--- src/rtl/clock_pkg.sv ---
// Shared constants for the clock control stage: mode encodings and the
// register-width helpers used by the prescaler and the key debouncers.
package clock_pkg;

    typedef enum logic [1:0] {
        MODE_RUN   = 2'd0,
        MODE_PAUSE = 2'd1,
        MODE_SET   = 2'd2
    } mode_e;

    // Bits needed to hold 0..n-1, never less than one bit.
    function automatic int cnt_width(input int n);
        return (n > 1) ? $clog2(n) : 1;
    endfunction

    // The prescaler must span the slower of the two tick rates.
    function automatic int presc_width(input int div, input int fast_div);
        return cnt_width((div > fast_div) ? div : fast_div);
    endfunction

endpackage

--- src/rtl/key_debounce.sv ---
// Debounces one raw front-panel key: 2-FF synchronizer, stability counter and
// a registered one-cycle pulse on each accepted press (releases are silent).
module key_debounce
    import clock_pkg::*;
#(
    parameter int DEBOUNCE_CYC = 1_000_000
) (
    input  logic clk,
    input  logic rst_n,
    input  logic key_in,
    output logic press
);

    localparam int CW = cnt_width(DEBOUNCE_CYC);
    localparam logic [CW-1:0] CNT_LAST = CW'(DEBOUNCE_CYC - 1);

    logic          sync_a;
    logic          sync_b;
    logic          level;
    logic          level_d;
    logic [CW-1:0] cnt;

    always_ff @(posedge clk) begin
        if (!rst_n) begin
            sync_a  <= 1'b0;
            sync_b  <= 1'b0;
            level   <= 1'b0;
            level_d <= 1'b0;
            cnt     <= '0;
            press   <= 1'b0;
        end else begin
            // NOTE: non-blocking assignments so every register here samples
            // the pre-edge values; blocking ones would collapse the sync chain.
            sync_a  <= key_in;
            sync_b  <= sync_a;
            level_d <= level;
            press   <= level & ~level_d;

            // The counter only runs while the synchronized level disagrees
            // with the accepted one; any agreement restarts the window.
            if (sync_b == level) begin
                cnt <= '0;
            end else if (cnt == CNT_LAST) begin
                level <= sync_b;
                cnt   <= '0;
            end else begin
                cnt <= cnt + CW'(1);
            end
        end
    end

endmodule

--- src/rtl/clock_tick_ctrl.sv ---
// Upstream control for the clock counter chain: mode FSM, tick prescaler and
// clear pulse generation, driven by two debounced front-panel keys.
module clock_tick_ctrl
    import clock_pkg::*;
#(
    parameter int CLK_HZ       = 50_000_000,
    parameter int TICK_HZ      = 1,
    parameter int FAST_HZ      = 16,
    parameter int DEBOUNCE_CYC = 1_000_000
) (
    input  logic       clk,
    input  logic       rst_n,
    input  logic       key_mode,
    input  logic       key_clr,
    output logic       tick,
    output logic       clr,
    output logic [1:0] mode
);

    localparam int DIV      = CLK_HZ / TICK_HZ;
    localparam int FAST_DIV = CLK_HZ / FAST_HZ;
    localparam int PW       = presc_width(DIV, FAST_DIV);

    localparam logic [PW-1:0] RUN_LAST  = PW'(DIV - 1);
    localparam logic [PW-1:0] FAST_LAST = PW'(FAST_DIV - 1);

    logic          mode_press;
    logic          clr_press;
    mode_e         state;
    mode_e         state_next;
    logic          counting;
    logic [PW-1:0] presc_last;
    logic [PW-1:0] presc;
    logic          terminal;
    logic          restart;

    key_debounce #(.DEBOUNCE_CYC(DEBOUNCE_CYC)) u_mode_key (
        .clk    (clk),
        .rst_n  (rst_n),
        .key_in (key_mode),
        .press  (mode_press)
    );

    key_debounce #(.DEBOUNCE_CYC(DEBOUNCE_CYC)) u_clr_key (
        .clk    (clk),
        .rst_n  (rst_n),
        .key_in (key_clr),
        .press  (clr_press)
    );

    always_ff @(posedge clk) begin
        if (!rst_n) begin
            state <= MODE_RUN;
        end else begin
            state <= state_next;
        end
    end

    always_comb begin
        // NOTE: default first so every path assigns state_next and no latch
        // is inferred.
        state_next = state;
        if (mode_press) begin
            unique case (state)
                MODE_RUN:   state_next = MODE_PAUSE;
                MODE_PAUSE: state_next = MODE_SET;
                MODE_SET:   state_next = MODE_RUN;
                default:    state_next = MODE_RUN;
            endcase
        end
    end

    always_comb begin
        counting   = 1'b0;
        presc_last = RUN_LAST;
        unique case (state)
            MODE_RUN: begin
                counting   = 1'b1;
                presc_last = RUN_LAST;
            end
            MODE_SET: begin
                counting   = 1'b1;
                presc_last = FAST_LAST;
            end
            default: begin
                counting   = 1'b0;
                presc_last = RUN_LAST;
            end
        endcase
    end

    assign mode = state;

    // A mode change or clear restarts the period and swallows a coincident tick.
    assign restart  = mode_press | clr_press;
    assign terminal = counting && (presc == presc_last);

    always_ff @(posedge clk) begin
        if (!rst_n) begin
            presc <= '0;
            tick  <= 1'b0;
            clr   <= 1'b0;
        end else begin
            clr  <= clr_press;
            tick <= terminal & ~restart;
            if (restart || terminal) begin
                presc <= '0;
            end else if (counting) begin
                presc <= presc + PW'(1);
            end
        end
    end

endmodule

--- config.mk ---
export PLATFORM = sky130hd
export DESIGN_NAME = clock_tick_ctrl
export DESIGN_NICKNAME = d
export VERILOG_FILES = /design/src/rtl/clock_pkg.sv /design/src/rtl/key_debounce.sv /design/src/rtl/clock_tick_ctrl.sv
export SDC_FILE = /design/constraint.sdc
export NUM_CORES = 1
export LEC_CHECK = 0
export ABC_AREA = 1
export ABC_CLOCK_PERIOD_IN_PS = 4200
export BUFFER_PORTS_ARGS = -buffer_cell sky130_fd_sc_hd__buf_2
export CAP_MARGIN = 30
export CORE_UTILIZATION = 67
export CTS_CLUSTER_SIZE = 28
export DETAILED_ROUTE_END_ITERATION = 10
export PLACE_DENSITY = 0.84
export SLEW_MARGIN = 20
export SYNTH_ARGS = -nofsm -noshare
export SYNTH_HDL_FRONTEND = slang
export SYNTH_SLANG_ARGS = --single-unit
--- constraint.sdc ---
create_clock -name clk -period 4.2 [get_ports clk]
set_input_delay 0.84 -clock clk [delete_from_list [all_inputs] [get_ports clk]]
set_output_delay 0.84 -clock clk [all_outputs]
set_load 0.03 [all_outputs]
Word-level counts from Yosys, hierarchy flattened
Index checks and enable logic that the tools add are counted.

operators by class
  add/sub/neg operators = 3
  equality and inequality tests = 7
  mux-type cells = 3
  bitwise gates (word level) = 10
  reductions and logical operators = 9

operator list
  cell                   count
  $add 20x1->20 const B  2
  $eq 20x20->1 const B   2
  $add 26x1->26 const B  1
  $eq 26x26->1           1
  $mux 26                1
  $not 1->1              6
  $reduce_or 3->1        2
  $pmux 2 s2             1
  $reduce_and 2->1       2
  $reduce_or 2->1        2
  $and 1x1->1            3
  $eq 1x1->1             2
  $eq 2x1->1 const B     1
  $eq 2x2->1 const B     1
  $logic_not 2->1        1
  $logic_and 1x1->1      1
  $logic_or 1x1->1       1
  $mux 1                 1
  $or 1x1->1             1

storage, ports and cells
  flip-flop bits (word level) = 80
  input port bits = 4
  logic and storage cells = 48

Longest topological paths before layout
  depth in word-level cells = 6
  gate-level depth with buffers = 11
  gate-level depth less buffers = 9

Modules after synthesis
A second synthesis with hierarchy kept.

unflattened totals
  cell total of the unflattened synthesis = 626
  area, all modules = 4,355.4 sq um

by module, submodules not included
  module           instances  cells each  area each (sq um)
  key_debounce     2          167         1,222.4
  clock_tick_ctrl  1          292         1,910.6

Worst setup path after synthesis
Ideal clock, no wire load.

  kind = input to register
  from = input rst_n
  to = register presc[13]
  library setup time = 0.064 ns
  data arrival time = 1.527 ns
  data required time = 4.136 ns
  setup slack = 2.609 ns
  stages = 5
  buffers on the path = 1
  cell sequence = inv_1 nor3_1 nand2_4 buf_6 nor2_1

between the ends
  longest elaborated chain between the ends = 2

RTL lines
  item                       RTL line                RTL
  start, declared            clock_tick_ctrl.sv:12   input logic rst_n,
  $not 1->1 (no line)        n/a
  $reduce_or 2->1 (no line)  n/a
  end signal, assigned       clock_tick_ctrl.sv:109  presc <= presc + PW'(1);
  end, declared              clock_tick_ctrl.sv:33   logic [PW-1:0] presc;

Every way passes these cells.
A chain may end at the register's enable or synchronous reset.

Worst setup path in the final report
  from = register state[0], in the netlist mode[0]
  to = output mode[0]

RTL lines
  item                    RTL line               RTL
  start, declared         clock_tick_ctrl.sv:29  mode_e state;
  start signal, assigned  clock_tick_ctrl.sv:55  state <= state_next;
  end, declared           clock_tick_ctrl.sv:17  output logic [1:0] mode

No word-level cell between the ends.

==> impl_summary.txt <==
----------------------------------------------------
[Global routing]
  Maximum number of pins on one net before global-route repair ... 27
  Final global-route overflow total ... 0
  Wire length of the first global-routing pass ... 13770 um
  Total routing usage reported by global routing ... a little over a quarter
  Number of antenna violations at the first check in global routing ... 0
  Vias in the first global route ... roughly 3400

[Yosys]
  Synth top area cells ... dfxtp_1 (39%), nand2_1 (12%), nor2_1 (11%)
  Distinct cell type count of the synthesized netlist ... 30
  Synth async-reset ratio ... 0%
  Number of flops mapped to enable cells by yosys ... 0
  Commonest cells in the netlist ... nand2_1 (134), nor2_1 (121), dfxtp_1 (80), inv_1 (72), nand3_1 (36)
  Library cell with the largest summed area after synthesis ... dfxtp_1
  Register area share after synthesis ... 39.47%
  Warnings from Yosys ... 0
  Top-area cell type share of the netlist area ... about two fifths
  Post-synthesis instance total ... 587
  Mapped cell area ... between 4000 and 5000 sq um
  Post-synthesis net count ... 594
  Primary FF master, synth ... dfxtp_1
  Yosys reg bits ... 80
  Top-count cell post-synth ... nand2_1
  Syn_area_per_cell ... between 6 and 7 sq um

[Cells and area]
  Diode insertion count for antenna repair ... 0
  Proportion of layout cells with a drive suffix above 1 ... under 10%
  Nets ... 605
  Number of filler cells placed in the layout ... 456
  Layout-stage area growth over the synthesis result ... 6.229%

[Timing]
  Final period util ... between 40% and 50%
  Worst setup skew after layout ... between 5 and 6 ps
  Number of pins exceeding their max-slew limit in the final report ... 0
  Top achievable clock speed ... approximately 510 MHz
  Slew HR ... 55.64%
  Transition time at the pin with the least slew margin ... approximately 660 ps
  Min Clock Period, post-route ... 1972 ps
  Final number of hold-violating endpoints ... 0
  Total of endpoints with negative setup slack in the final report ... 0
  Total Negative Setup Slacks ... 0 ps
  Least setup slack across all paths after layout ... about 2200 ps
  RSZ-0062 raised after global routing ... no

[Routing]
  Ratio of routed vias to standard cells ... 5.260
  Pre-Repair DR Iteration Count ... 5
  Detailed-route DRC error count ... 0
  Average routed wire per standard cell ... ~12 um
  Via count ... between 3000 and 4000
  Remaining antenna violation count after routing ... 0
  Starting DRC count in detailed routing ... about 170
  Wire length reported by the detailed router ... ~7900 um

[Clocking]
  Bufs on Longest Clock Path ... 2
  Max H-tree Level ... 3
  Gates resized, CTS repair ... 0
  CTS Buf Count ... 9
  Hold buffer count at CTS ... 0
  Post-CTS setup buffer count ... 0
  Count of clock tree sinks ... 80
  Worst-skew pair later-pin latency ... about 340 ps
  Clock edge transition at the registers on the reported setup and hold paths ... ~70 ps
  Clock tree from TritonCTS ... built
  Root Buffer ... clkbuf_8

[Die]
  Core Rows ... 27
  Height of the chip ... ~80 um
  Total Die Area ... 6371 sq um
  Initial core utilization ... between 70% and 80%
  Boundary pin count ... 8
  Die width ... between 70 and 80 um
  Placeable core area ... 5675 sq um

[Critical path]
  Category of the critical setup timing path ... register to output port
  Worst setup path startpoint ... mode[0]$_SDFFE_PN0P_
  Crit. path cell count ... 1
  Arrival time at the worst endpoint ... 1130 ps
  Max stage delay cell, worst path ... dfxtp_1
  FF-to-FF setup slack ... about 2300 ps
  CP required ... between 3000 and 4000 ps
  Worst Path Buf+Inv ... 1
  Series of cell instances along the critical path ... buf_2
  Crit Reg-Reg Endpoint ... u_clr_key.cnt[3]$_SDFF_PP0_
  Crit path to ... mode[0]
  Startpoint Class ... register
  Critical Path Fanout Max ... 8
  Critical register-to-register path startpoint ... u_clr_key.cnt[0]$_SDFF_PP0_
  Family of cells with the greatest summed delay on the critical path ... flip-flops
  Length in cells of the worst reg-to-reg path ... 6
  CP max stage delay ... roughly 520 ps
  Endpoint class of the critical path ... output port

[Placed design]
  Post-detailed-placement half-perimeter wirelength ... 5794 um
  Last weighted congestion value of the routability-driven placer ... about 0.87
  Worst Setup Slack post-DPL ... a little over 2000 ps
  Count of buffers inserted at the top-level ports ... 7

[Power and ir drop]
  Leak Pwr ... roughly 1.5 nW
  PwrDens ... 309.7 nW/um^2
  Worst-case vdd ir drop ... ~250 uV

[Min path]
  Worst min-delay path category ... register to register
  Cell count of the worst hold path ... 1

[Run]
  Max-cap violation count ... 0

[Outcome]
  Run status ... finished, final reports clean

----------------------------------------------------
final cells by class:
class	count	area [sq um]	area share (%)
clock buffer	12	145.1	3.367
clock inverter	3	42.54	0.9869
inverter	74	280.3	6.502
multi-input combinational	426	2116	49.09
sequential	80	1602	37.16
tap	72	90.09	2.090
timing repair buffer	7	35.03	0.8128
cell families after synthesis:
group	count (synthesis)	synth area share, %
AO/OA/AOI/OAI	29	3.700
XOR/XNOR	31	6.691
AND/OR/NAND/NOR	362	40.58
multiplexers	1	0.2467
adder cells (fa/ha/maj)	3	0.9252
buffers and inverters	81	8.387
flip-flops	80	39.47
metal layers:
layer	wire, um	track usage (%)	share of wire [%]	up-vias
li1	-	-	-	1853
met1	3449	29.22	44	1601
met2	3958	50.68	50	78
met3	339	7.543	4.3	13
met4	161	9.821	2.0	0
met5	0	0	0	-
sequential cells by signal (all words and copies together), names as in the netlist, 2 cells and up:
signal and cells:
presc 26, mode 2, u_mode_key.cnt 20, u_clr_key.cnt 20
how the worst min path moves through the flow:
stage                             startpoint                     endpoint
2_1_floorplan   u_clr_key.level_d$_SDFF_PN0_   u_clr_key.press$_SDFF_PN0_
3_3_place_gp   u_mode_key.level_d$_SDFF_PN0_  u_mode_key.press$_SDFF_PN0_
3_5_place_dp    u_clr_key.level_d$_SDFF_PN0_   u_clr_key.press$_SDFF_PN0_
4_1_cts        u_mode_key.level_d$_SDFF_PN0_  u_mode_key.press$_SDFF_PN0_
5_1_grt         u_clr_key.level_d$_SDFF_PN0_   u_clr_key.press$_SDFF_PN0_
6_report       u_mode_key.level_d$_SDFF_PN0_  u_mode_key.press$_SDFF_PN0_
metrics by stage:
step	std cells	cell area [sq um]	util (%)	power, mW	hold slack, ps
2_1_floorplan	587	4058	-	0.8045	368.1
3_3_place_gp	659	4123	72.64	0.8068	370.1
3_5_place_dp	659	4123	72.64	0.8084	382.0
4_1_cts	674	4310	75.95	1.348	390.0
5_1_grt	674	4310	75.95	1.384	397.3
6_report	674	4310	75.95	1.335	384.9
cell usage in the layout (no fill, tap or decap), types with 6 or more instances in the layout:
master	count
nor3_1	17
xor2_1	19
nand4_1	18
nor2_2	9
inv_1	72
a21oi_1	20
clkbuf_8	10
o21ai_0	6
nor2_4	9
nor2_1	121
dfxtp_1	80
nand2_1	134
xnor2_1	12
buf_2	7
nand3_1	36
report_power, final:
part           total (mW)  switching (mW)  leakage, nW  internal, mW
Combinational      0.0232          0.0160        0.755       0.00720
Clock               0.545           0.257       0.0925         0.287
Sequential          0.767         0.00433        0.646         0.763
(Power assumes the default switching activity.)
